===== src/rtl/rv32_pkg.sv =====
`default_nettype none
// ============================================================================
// Module : rv32_pkg
// Brief  : Shared RV32I definitions: instruction format enum, opcode
//          constants, canonical NOP and the field-to-word encode function.
// Rev    : 1.0  initial release
// ============================================================================
package rv32_pkg;

    typedef enum logic [2:0] {
        INST_R  = 3'd0,
        INST_I  = 3'd1,
        INST_S  = 3'd2,
        INST_SB = 3'd3,
        INST_UJ = 3'd4,
        INST_U  = 3'd5
    } inst_t;

    localparam logic [6:0] OP_LOAD   = 7'b0000011;
    localparam logic [6:0] OP_IMM    = 7'b0010011;
    localparam logic [6:0] OP        = 7'b0110011;
    localparam logic [6:0] OP_STORE  = 7'b0100011;
    localparam logic [6:0] OP_BRANCH = 7'b1100011;
    localparam logic [6:0] OP_JAL    = 7'b1101111;
    localparam logic [6:0] OP_LUI    = 7'b0110111;

    // addi x0, x0, 0
    localparam logic [31:0] NOP_INST = 32'h0000_0013;

    typedef struct packed {
        logic [31:0] inst;
        logic        err;
    } enc_t;

    // Assemble one instruction word; any illegal immediate or unknown
    // format yields the NOP with err set so the slot is still consumed.
    function automatic enc_t encode(
        input logic [2:0]  typ,
        input logic [6:0]  opcode,
        input logic [4:0]  rd,
        input logic [4:0]  rs1,
        input logic [4:0]  rs2,
        input logic [2:0]  funct3,
        input logic [6:0]  funct7,
        input logic [31:0] imm
    );
        enc_t               r;
        logic signed [31:0] s;
        s      = imm;
        r.inst = NOP_INST;
        r.err  = 1'b0;
        case (typ)
            INST_R:  r.inst = {funct7, rs2, rs1, funct3, rd, opcode};
            INST_I: begin
                if (s < -32'sd2048 || s > 32'sd2047) r.err = 1'b1;
                else r.inst = {imm[11:0], rs1, funct3, rd, opcode};
            end
            INST_S: begin
                if (s < -32'sd2048 || s > 32'sd2047) r.err = 1'b1;
                else r.inst = {imm[11:5], rs2, rs1, funct3, imm[4:0], opcode};
            end
            INST_SB: begin
                if (s < -32'sd4096 || s > 32'sd4094 || imm[0]) r.err = 1'b1;
                else r.inst = {imm[12], imm[10:5], rs2, rs1, funct3,
                               imm[4:1], imm[11], opcode};
            end
            INST_UJ: begin
                if (s < -32'sd1048576 || s > 32'sd1048574 || imm[0]) r.err = 1'b1;
                else r.inst = {imm[20], imm[10:1], imm[11], imm[19:12], rd, opcode};
            end
            INST_U: begin
                if (imm[11:0] != 12'd0) r.err = 1'b1;
                else r.inst = {imm[31:12], rd, opcode};
            end
            default: r.err = 1'b1;
        endcase
        if (r.err) r.inst = NOP_INST;
        return r;
    endfunction

endpackage
`default_nettype wire


===== src/rtl/sync_fifo.sv =====
`default_nettype none
// ============================================================================
// Module : sync_fifo
// Brief  : Single-clock FIFO with show-ahead head output. Push while full
//          is dropped even if a pop happens in the same cycle.
// Rev    : 1.0  initial release
// ============================================================================
module sync_fifo #(
    parameter int WIDTH = 8,
    parameter int DEPTH = 4
) (
    input  logic                       clk,
    input  logic                       rst,
    input  logic                       push,
    input  logic                       pop,
    input  logic [WIDTH-1:0]           din,
    output logic [WIDTH-1:0]           dout,
    output logic                       full,
    output logic                       empty,
    output logic [$clog2(DEPTH):0]     count
);
    localparam int AW = $clog2(DEPTH);
    localparam logic [AW-1:0] c_ptr_one = 1;
    localparam logic [AW:0]   c_cnt_one = 1;
    localparam logic [AW:0]   c_depth   = DEPTH[AW:0];

    logic [WIDTH-1:0] r_mem [DEPTH];
    logic [AW-1:0]    r_wr_ptr;
    logic [AW-1:0]    r_rd_ptr;
    logic [AW:0]      r_count;
    logic             w_push;
    logic             w_pop;

    assign full   = (r_count == c_depth);
    assign empty  = (r_count == '0);
    assign count  = r_count;
    assign dout   = r_mem[r_rd_ptr];
    assign w_push = push && !full;
    assign w_pop  = pop && !empty;

    // Storage array; no reset needed, validity is tracked by the count.
    always_ff @(posedge clk) begin
        if (w_push) r_mem[r_wr_ptr] <= din;
    end

    // Pointer and occupancy bookkeeping.
    always_ff @(posedge clk) begin
        if (rst) begin
            r_wr_ptr <= '0;
            r_rd_ptr <= '0;
            r_count  <= '0;
        end else begin
            if (w_push) r_wr_ptr <= r_wr_ptr + c_ptr_one;
            if (w_pop)  r_rd_ptr <= r_rd_ptr + c_ptr_one;
            case ({w_push, w_pop})
                2'b10:   r_count <= r_count + c_cnt_one;
                2'b01:   r_count <= r_count - c_cnt_one;
                default: r_count <= r_count;
            endcase
        end
    end

endmodule
`default_nettype wire


===== src/rtl/inst_encoder.sv =====
`default_nettype none
// ============================================================================
// Module : inst_encoder
// Brief  : Field-level request to RV32I word assembler. Encoded words are
//          tagged with a sequential word address and queued as write beats.
// Rev    : 1.0  initial release
// ============================================================================
module inst_encoder
    import rv32_pkg::*;
#(
    parameter int ADDR_W     = 10,
    parameter int BASE_ADDR  = 0,
    parameter int FIFO_DEPTH = 4
) (
    input  logic              clk,
    input  logic              rst,
    input  logic              start,
    input  logic              stop,
    input  logic              in_valid,
    output logic              in_ready,
    input  logic [2:0]        in_type,
    input  logic [6:0]        in_opcode,
    input  logic [4:0]        in_rd,
    input  logic [4:0]        in_rs1,
    input  logic [4:0]        in_rs2,
    input  logic [2:0]        in_funct3,
    input  logic [6:0]        in_funct7,
    input  logic [31:0]       in_imm,
    output logic              out_valid,
    input  logic              out_ready,
    output logic [31:0]       out_inst,
    output logic [ADDR_W-1:0] out_addr,
    output logic              out_err,
    output logic [7:0]        err_count,
    output logic              busy,
    output logic              done
);
    localparam int              c_width = 32 + ADDR_W + 1;
    localparam int              c_cw    = $clog2(FIFO_DEPTH) + 1;
    localparam logic [ADDR_W-1:0] c_base = ADDR_W'(BASE_ADDR);
    localparam logic [ADDR_W-1:0] c_addr_one = 1;

    typedef enum logic [1:0] {
        ST_IDLE  = 2'd0,
        ST_RUN   = 2'd1,
        ST_DRAIN = 2'd2
    } state_t;

    state_t               r_state;
    state_t               w_state_nxt;
    logic [ADDR_W-1:0]    r_addr;
    logic [7:0]           r_err_count;
    logic                 w_load_addr;
    logic                 w_accept;
    logic                 w_pop;
    logic                 w_full;
    logic                 w_empty;
    logic [c_cw-1:0]      w_count;
    logic [c_width-1:0]   w_din;
    logic [c_width-1:0]   w_dout;
    enc_t                 w_enc;

    assign w_enc = encode(in_type, in_opcode, in_rd, in_rs1, in_rs2,
                          in_funct3, in_funct7, in_imm);

    assign in_ready    = (r_state == ST_RUN) && !w_full;
    assign w_accept    = in_valid && in_ready;
    assign w_pop       = out_ready && !w_empty;
    assign w_din       = {w_enc.inst, r_addr, w_enc.err};
    assign w_load_addr = start && ((r_state == ST_IDLE) ||
                                   (r_state == ST_RUN && !stop));

    // Head fields are forced to zero while empty so stale RAM never shows.
    assign out_valid = !w_empty;
    assign out_inst  = w_empty ? 32'd0 : w_dout[c_width-1 -: 32];
    assign out_addr  = w_empty ? '0    : w_dout[ADDR_W:1];
    assign out_err   = !w_empty && w_dout[0];
    assign err_count = r_err_count;
    assign busy      = (r_state != ST_IDLE);

    sync_fifo #(
        .WIDTH (c_width),
        .DEPTH (FIFO_DEPTH)
    ) u_fifo (
        .clk   (clk),
        .rst   (rst),
        .push  (w_accept),
        .pop   (w_pop),
        .din   (w_din),
        .dout  (w_dout),
        .full  (w_full),
        .empty (w_empty),
        .count (w_count)
    );

    // State register.
    always_ff @(posedge clk) begin
        if (rst) r_state <= ST_IDLE;
        else     r_state <= w_state_nxt;
    end

    // Next-state and done pulse; drain ends on the edge of the final pop.
    always_comb begin
        w_state_nxt = r_state;
        done        = 1'b0;
        case (r_state)
            ST_IDLE:  if (start) w_state_nxt = ST_RUN;
            ST_RUN:   if (stop)  w_state_nxt = ST_DRAIN;
            ST_DRAIN: begin
                if (w_empty || (w_count == c_cw'(1) && w_pop)) begin
                    w_state_nxt = ST_IDLE;
                    done        = 1'b1;
                end
            end
            default:  w_state_nxt = ST_IDLE;
        endcase
    end

    // Write address: reloaded on start, advanced by every accepted request.
    always_ff @(posedge clk) begin
        if (rst)              r_addr <= c_base;
        else if (w_load_addr) r_addr <= c_base;
        else if (w_accept)    r_addr <= r_addr + c_addr_one;
    end

    // Saturating count of requests that were replaced by a NOP.
    always_ff @(posedge clk) begin
        if (rst)
            r_err_count <= 8'd0;
        else if (w_accept && w_enc.err && r_err_count != 8'hFF)
            r_err_count <= r_err_count + 8'd1;
    end

endmodule
`default_nettype wire

===== config.mk =====
export PLATFORM = sky130hd
export DESIGN_NAME = inst_encoder
export DESIGN_NICKNAME = d
export VERILOG_FILES = /design/src/rtl/rv32_pkg.sv /design/src/rtl/sync_fifo.sv /design/src/rtl/inst_encoder.sv
export SDC_FILE = /design/constraint.sdc
export NUM_CORES = 1
export LEC_CHECK = 0
export ABC_AREA = 1
export CORE_ASPECT_RATIO = 1.25
export CORE_MARGIN = 2
export CORE_UTILIZATION = 35
export CTS_CLUSTER_SIZE = 24
export DETAILED_ROUTE_END_ITERATION = 16
export DONT_BUFFER_PORTS = 1
export GPL_ROUTABILITY_DRIVEN = 0
export PLACE_DENSITY = 0.52
export SYNTH_ARGS = -nofsm -noshare
export SYNTH_HDL_FRONTEND = slang
export SYNTH_SLANG_ARGS = --single-unit

===== constraint.sdc =====
create_clock -name clk -period 4.7 [get_ports clk]
set_input_delay 0.47 -clock clk [delete_from_list [all_inputs] [get_ports clk]]
set_output_delay 0.47 -clock clk [all_outputs]
set_load 0.05 [all_outputs]

* Word level (Yosys, flattened, before mapping) *
Memory sizes are Yosys's and may differ from the RTL's. A register that Yosys moved wholly into a read port is not among the register bits.
Cells that the tools add are included.

word-level totals
  register bits = 27
  RAM bits = 172
  input bits = 73
  logic and storage cells = 89
  memories kept = 1

cells by class
  add/subtract/negate cells = 6
  order comparisons = 6
  eq/ne operators = 15
  muxes and demuxes = 25
  reduce and logical (&&, ||, !) cells = 30

memory list
  name          depth  bits a word  read ports  clocked after Yosys merged registers in  wr ports  RTL line         RTL
  u_fifo.r_mem  4      43           1           1                                        1         sync_fifo.sv:27  logic [WIDTH-1:0] r_mem [DEPTH];

operators by type and width
  kind                     number
  $mux W32                 7
  $pmux W32 S6             1
  $gt A32 B12 Y1 const B   1
  $gt A32 B13 Y1 const B   1
  $gt A32 B21 Y1 const B   1
  $lt A32 B12 Y1 const B   1
  $lt A32 B13 Y1 const B   1
  $lt A32 B21 Y1 const B   1
  $reduce_bool A12 Y1      1
  $logic_and A1 B1 Y1      11
  $add A10 B1 Y10 const B  1
  $mux W10                 1
  $mux W2                  5
  $eq A3 B3 Y1 const B     3
  $add A8 B1 Y8 const B    1
  $mux W1                  8
  $ne A8 B8 Y1 const B     1
  $logic_or A1 B1 Y1       7
  $eq A3 B1 Y1 const B     2
  $eq A3 B2 Y1 const B     2
  $logic_not A3 Y1         2
  $ne A2 B2 Y1 const B     3
  $pmux W2 S3              1
  $pmux W3 S2              1
  11 further kinds         18

* Depth between registers and ports, before layout *
  word-level depth = 7
  gate-level depth with buffers = 14
  depth with buffers taken out = 14

* By module *
Synthesis repeated with hierarchy kept, for this count alone.

unflattened totals
  cell total of the unflattened synthesis = 962
  area total of the unflattened synthesis = 9288.9 sq um

by module, submodules not included
  module        instances  cells an instance  area an instance (sq um)
  sync_fifo     1          485                6839.1
  inst_encoder  1          477                2449.8

* Worst setup path after synthesis *
OpenSTA, ideal clock, no wires.

  path kind = register -> register
  from = reg u_fifo.r_count[0], in the netlist u_fifo.count[0]
  to = mem u_fifo.r_mem[0][0] in the netlist's numbering (enable)
  setup time = 0.444 ns
  arrival = 3.248 ns
  slack = 1.008 ns
  cell stages (with the launch flop) = 7
  buffers on the path = 1
  period minus slack after synthesis = 3.692 ns
  cell sequence = dfxtp_1 > inv_1 > ha_1 > a21oi_4 > nand2_4 > clkbuf_1 > nor2_1

on the way
  longest elaborated chain between the ends = 7

RTL lines
  element                        RTL line            RTL
  start: declaration             sync_fifo.sv:30     logic [AW:0] r_count;
  start signal: assignment       sync_fifo.sv:56     2'b10: r_count <= r_count + c_cnt_one;
  start signal: assignment       sync_fifo.sv:57     2'b01: r_count <= r_count - c_cnt_one;
  start signal: assignment       sync_fifo.sv:58     default: r_count <= r_count;
  $eq A3 B3 Y1                   sync_fifo.sv:34     assign full = (r_count == c_depth);
  $logic_not A1 Y1               inst_encoder.sv:66  assign in_ready = (r_state == ST_RUN) && !w_full;
  $logic_and A1 B1 Y1            inst_encoder.sv:66
  net in_ready                   inst_encoder.sv:20  output logic in_ready,
  $logic_and A1 B1 Y1            inst_encoder.sv:67  assign w_accept = in_valid && in_ready;
  $logic_and A1 B1 Y1            sync_fifo.sv:38     assign w_push = push && !full;
  $mux W1                        sync_fifo.sv:43     if (w_push) r_mem[r_wr_ptr] <= din;
  $mux W1 (not written as such)  sync_fifo.sv:43
  end: declaration               sync_fifo.sv:27

The timed path passes the listed nets, and every way through them passes these cells.

* Final worst setup path *
  from = reg u_fifo.r_count[0], in the netlist u_fifo.count[0]
  to = out done

on the way
  longest elaborated chain between the ends = 7

RTL lines
  element              RTL line             RTL
  $logic_not A3 Y1     sync_fifo.sv:35      assign empty = (r_count == '0);
  $logic_not A1 Y1     -
  net out_valid        inst_encoder.sv:29   output logic out_valid,
  $logic_and A1 B1 Y1  inst_encoder.sv:68   assign w_pop = out_ready && !w_empty;
  $logic_and A1 B1 Y1  inst_encoder.sv:110  if (w_empty || (w_count == c_cw'(1) && w_pop)) begin
  $logic_or A1 B1 Y1   inst_encoder.sv:110
  $mux W1              inst_encoder.sv:110
  $mux W1              inst_encoder.sv:106  case (r_state)
  end: declaration     inst_encoder.sv:36   output logic done

The timed path passes the listed nets, and every way through them passes these cells.

==> metrics <==
per-cell routed wire length=17.6 um; Worst EP arrival=2.69 ns; Tightest Hold Check Type=in2reg; endpoints failing setup=0; # port buffers=0; switching power share of the total=0.386; number of detailed-routing iterations run before antenna repair=4; internal power consumption=3.45 mW; global-route congestion overflow total=0; Detail Route Antenna Nets=0; sink count of the clock tree=201; clock transition at the registers of the reported paths=0.06 ns; area share of the largest cell type after synthesis=0.566; Mapped Avg Cell Area=9.97 um^2; cell types with the largest area share after synthesis=sky130_fd_sc_hd__edfxtp_1 57%, sky130_fd_sc_hd__nor2_1 9.5%, sky130_fd_sc_hd__dfxtp_1 6.4%; violation count after the first detailed-route iteration=430; final wirelength=23100 um; number of gates given a new drive strength after cts=0; number of levels in the clock H-tree=1; global-route wire length before repair=35600 um; flops & latches, synth=201; later-pin clock latency in the skew report=0.49 ns; number of setup buffers added after CTS=0; sequential area share after synthesis=0.630; maximum fanout along the worst path=44; number of antenna violations at the first check in global routing=0; Primary FF master, synth=sky130_fd_sc_hd__edfxtp_1; result of the run=finished clean; vias in the first global route=6419; max-cap check violation count=0; die extent in y=185 um; CTS Hold Bufs=0; top-count cell post-synth=sky130_fd_sc_hd__nor2_1; share of flip-flops with an asynchronous set or reset after synthesis=0; clock tree from TritonCTS=done; width of the chip=148 um; Critical Path RT=4.23 ns; Worst Setup Start Kind=register; worst setup path startpoint=u_fifo.count[0]; Min Clock Period, post-route=3.16 ns; Worst Setup End Kind=primary output; source of the worst register-to-register timing path=u_fifo.count[0]; Worst Tran Pin Value=0.998 ns; clk root buf=sky130_fd_sc_hd__clkbuf_16; area added between synthesis and finish=15.4%; maximum number of pins on one net before global-route repair=87; class of the most critical setup path=reg2out; number of enable-type register cells in the synthesized netlist=172; Top-Level Pins=128; area of the core=25800 um^2; final setup skew=0.0129 ns; Max clock buf depth=3; cell area after synthesis=9130 um^2; launch point of the worst hold path=rst; Final nets=1039; clock network fraction of total power=0.296; Cell Area, Placed=9830 um^2; Via-to-Cell Ratio=4.94; Comb pwr share=0.347; total of warnings raised by yosys=0; unrepaired setup endpoints after global routing=no; setup TNS=0 ns; DRC=0; power density over the cells=534 nW/um^2; via count of the routed design=6477; DIE AREA=27400 um^2; total clock buffers created by CTS=22; initial standard-cell utilization of the core=0.353; maximum achievable frequency=317 MHz; layout cells sized above 1=0.121; count of final max-slew check failures=0; Detailed Place HPWL=14900 um; final cycle utilization of the critical path=0.672; cell taking the most area after synthesis=sky130_fd_sc_hd__edfxtp_1; net count of the mapped netlist=999; post-route design area=10500 um^2; final hold viol count=0; static leakage=3.83 nW; count of cell types in the netlist=41; gate count after technology mapping=915; count of standard-cell rows=66; proportion of power drawn by flip-flops and latches=0.357; Psw=2.17 mW; ranking of synthesized cells by instance count=230 x sky130_fd_sc_hd__nor2_1, 172 x sky130_fd_sc_hd__edfxtp_1, 106 x sky130_fd_sc_hd__o21ai_0; headroom to the max-slew limit=0.335; IR drop worst, VDD=0.582 mV; ANT cells=0; overall routing resource usage=0.167
## worst paths after layout
path / slack [ns] / depth (start not counted) / endpoint
setup / recovery: 1.54 / 8 / done
hold / removal: 0.04 / 1 / r_state[0]
setup reg to reg: 1.84 / 6 / u_fifo.r_mem[2][9]
hold reg to reg: 0.47 / 1 / u_fifo.r_rd_ptr[0]
## sequential cells by signal, summed over array words and instances (netlist names), named ones only
signal / flops
r_state: 2
r_addr: 10
u_fifo.r_rd_ptr: 2
u_fifo.count: 3
u_fifo.r_mem: 172
u_fifo.r_wr_ptr: 2
err_count: 8
## cell type report
cell class	count	area, um^2
Timing Repair Buffer	54	405
Multi-Input combinational cell	609	3000
Clock inverter	12	113
Clock buffer	27	591
Fill cell	2488	15300
Tap cell	340	425
Inverter	67	251
Sequential cell	201	5750
## power by group through the flow
stage	registers [mW]	clock network [mW]	logic, mW
4_1_cts	2.01	1.71	1.98
5_1_grt	2.01	1.78	2.11
6_report	2.01	1.67	1.95
3_3_place_gp	2.04	0	1.98
3_5_place_dp	2.04	0	1.98
2_1_floorplan	2.04	0	1.39
## cells by family (layout without fill, tap and decap cells)
group           count (synthesis)  in the layout  synth area share
xor+xnor                        9              9           0.00864
simple gates                  381            381             0.176
fa+ha+maj                      11             11            0.0151
flops                         201            201             0.630
buf+inv                       105            160            0.0450
compound gates                208            208             0.126
## cell usage in the layout (no fill, tap or decap), types with 12 or more instances in the layout
master,n
sky130_fd_sc_hd__a22o_1,12
sky130_fd_sc_hd__nor2_1,226
sky130_fd_sc_hd__nand3_1,24
sky130_fd_sc_hd__o21ai_0,106
sky130_fd_sc_hd__dfxtp_1,27
sky130_fd_sc_hd__clkbuf_16,23
sky130_fd_sc_hd__nand2_1,90
sky130_fd_sc_hd__a21oi_1,67
sky130_fd_sc_hd__inv_1,63
sky130_fd_sc_hd__buf_4,54
sky130_fd_sc_hd__edfxtp_1,172
## layer usage
metal	global-route usage	vias to the layer above	part of all wire
met1	0.205	3089	0.41
met3	0.0285	30	0.043
li1	-	3216	-
met4	0.0491	0	0.023
met5	0	-	0
met2	0.299	142	0.52
## critical path, stage by stage, from the launching register on
cell and delay [ns]:
sky130_fd_sc_hd__dfxtp_1 0.32, sky130_fd_sc_hd__inv_1 0.12, sky130_fd_sc_hd__ha_1 0.23, sky130_fd_sc_hd__nand2_1 0.36, sky130_fd_sc_hd__clkinv_1 0.13, sky130_fd_sc_hd__buf_4 0.51
sky130_fd_sc_hd__a31oi_1 0.13, sky130_fd_sc_hd__nor3_1 0.17, sky130_fd_sc_hd__buf_4 0.22
## through the flow
step                instances  hold WS (ns)  setup slack [ns]   util  power, mW
floorplan                 915         0.444              1.01      -       3.43
global placement         1271         0.454              1.83  0.380       4.02
detailed placement       1271         0.463              1.80  0.380       4.03
CTS                      1310        0.0255              1.49  0.407       5.70
global route             1310        0.0199              1.33  0.407       5.90
finish                   1310        0.0416              1.54  0.407       5.63
(Power assumes the default switching activity.)
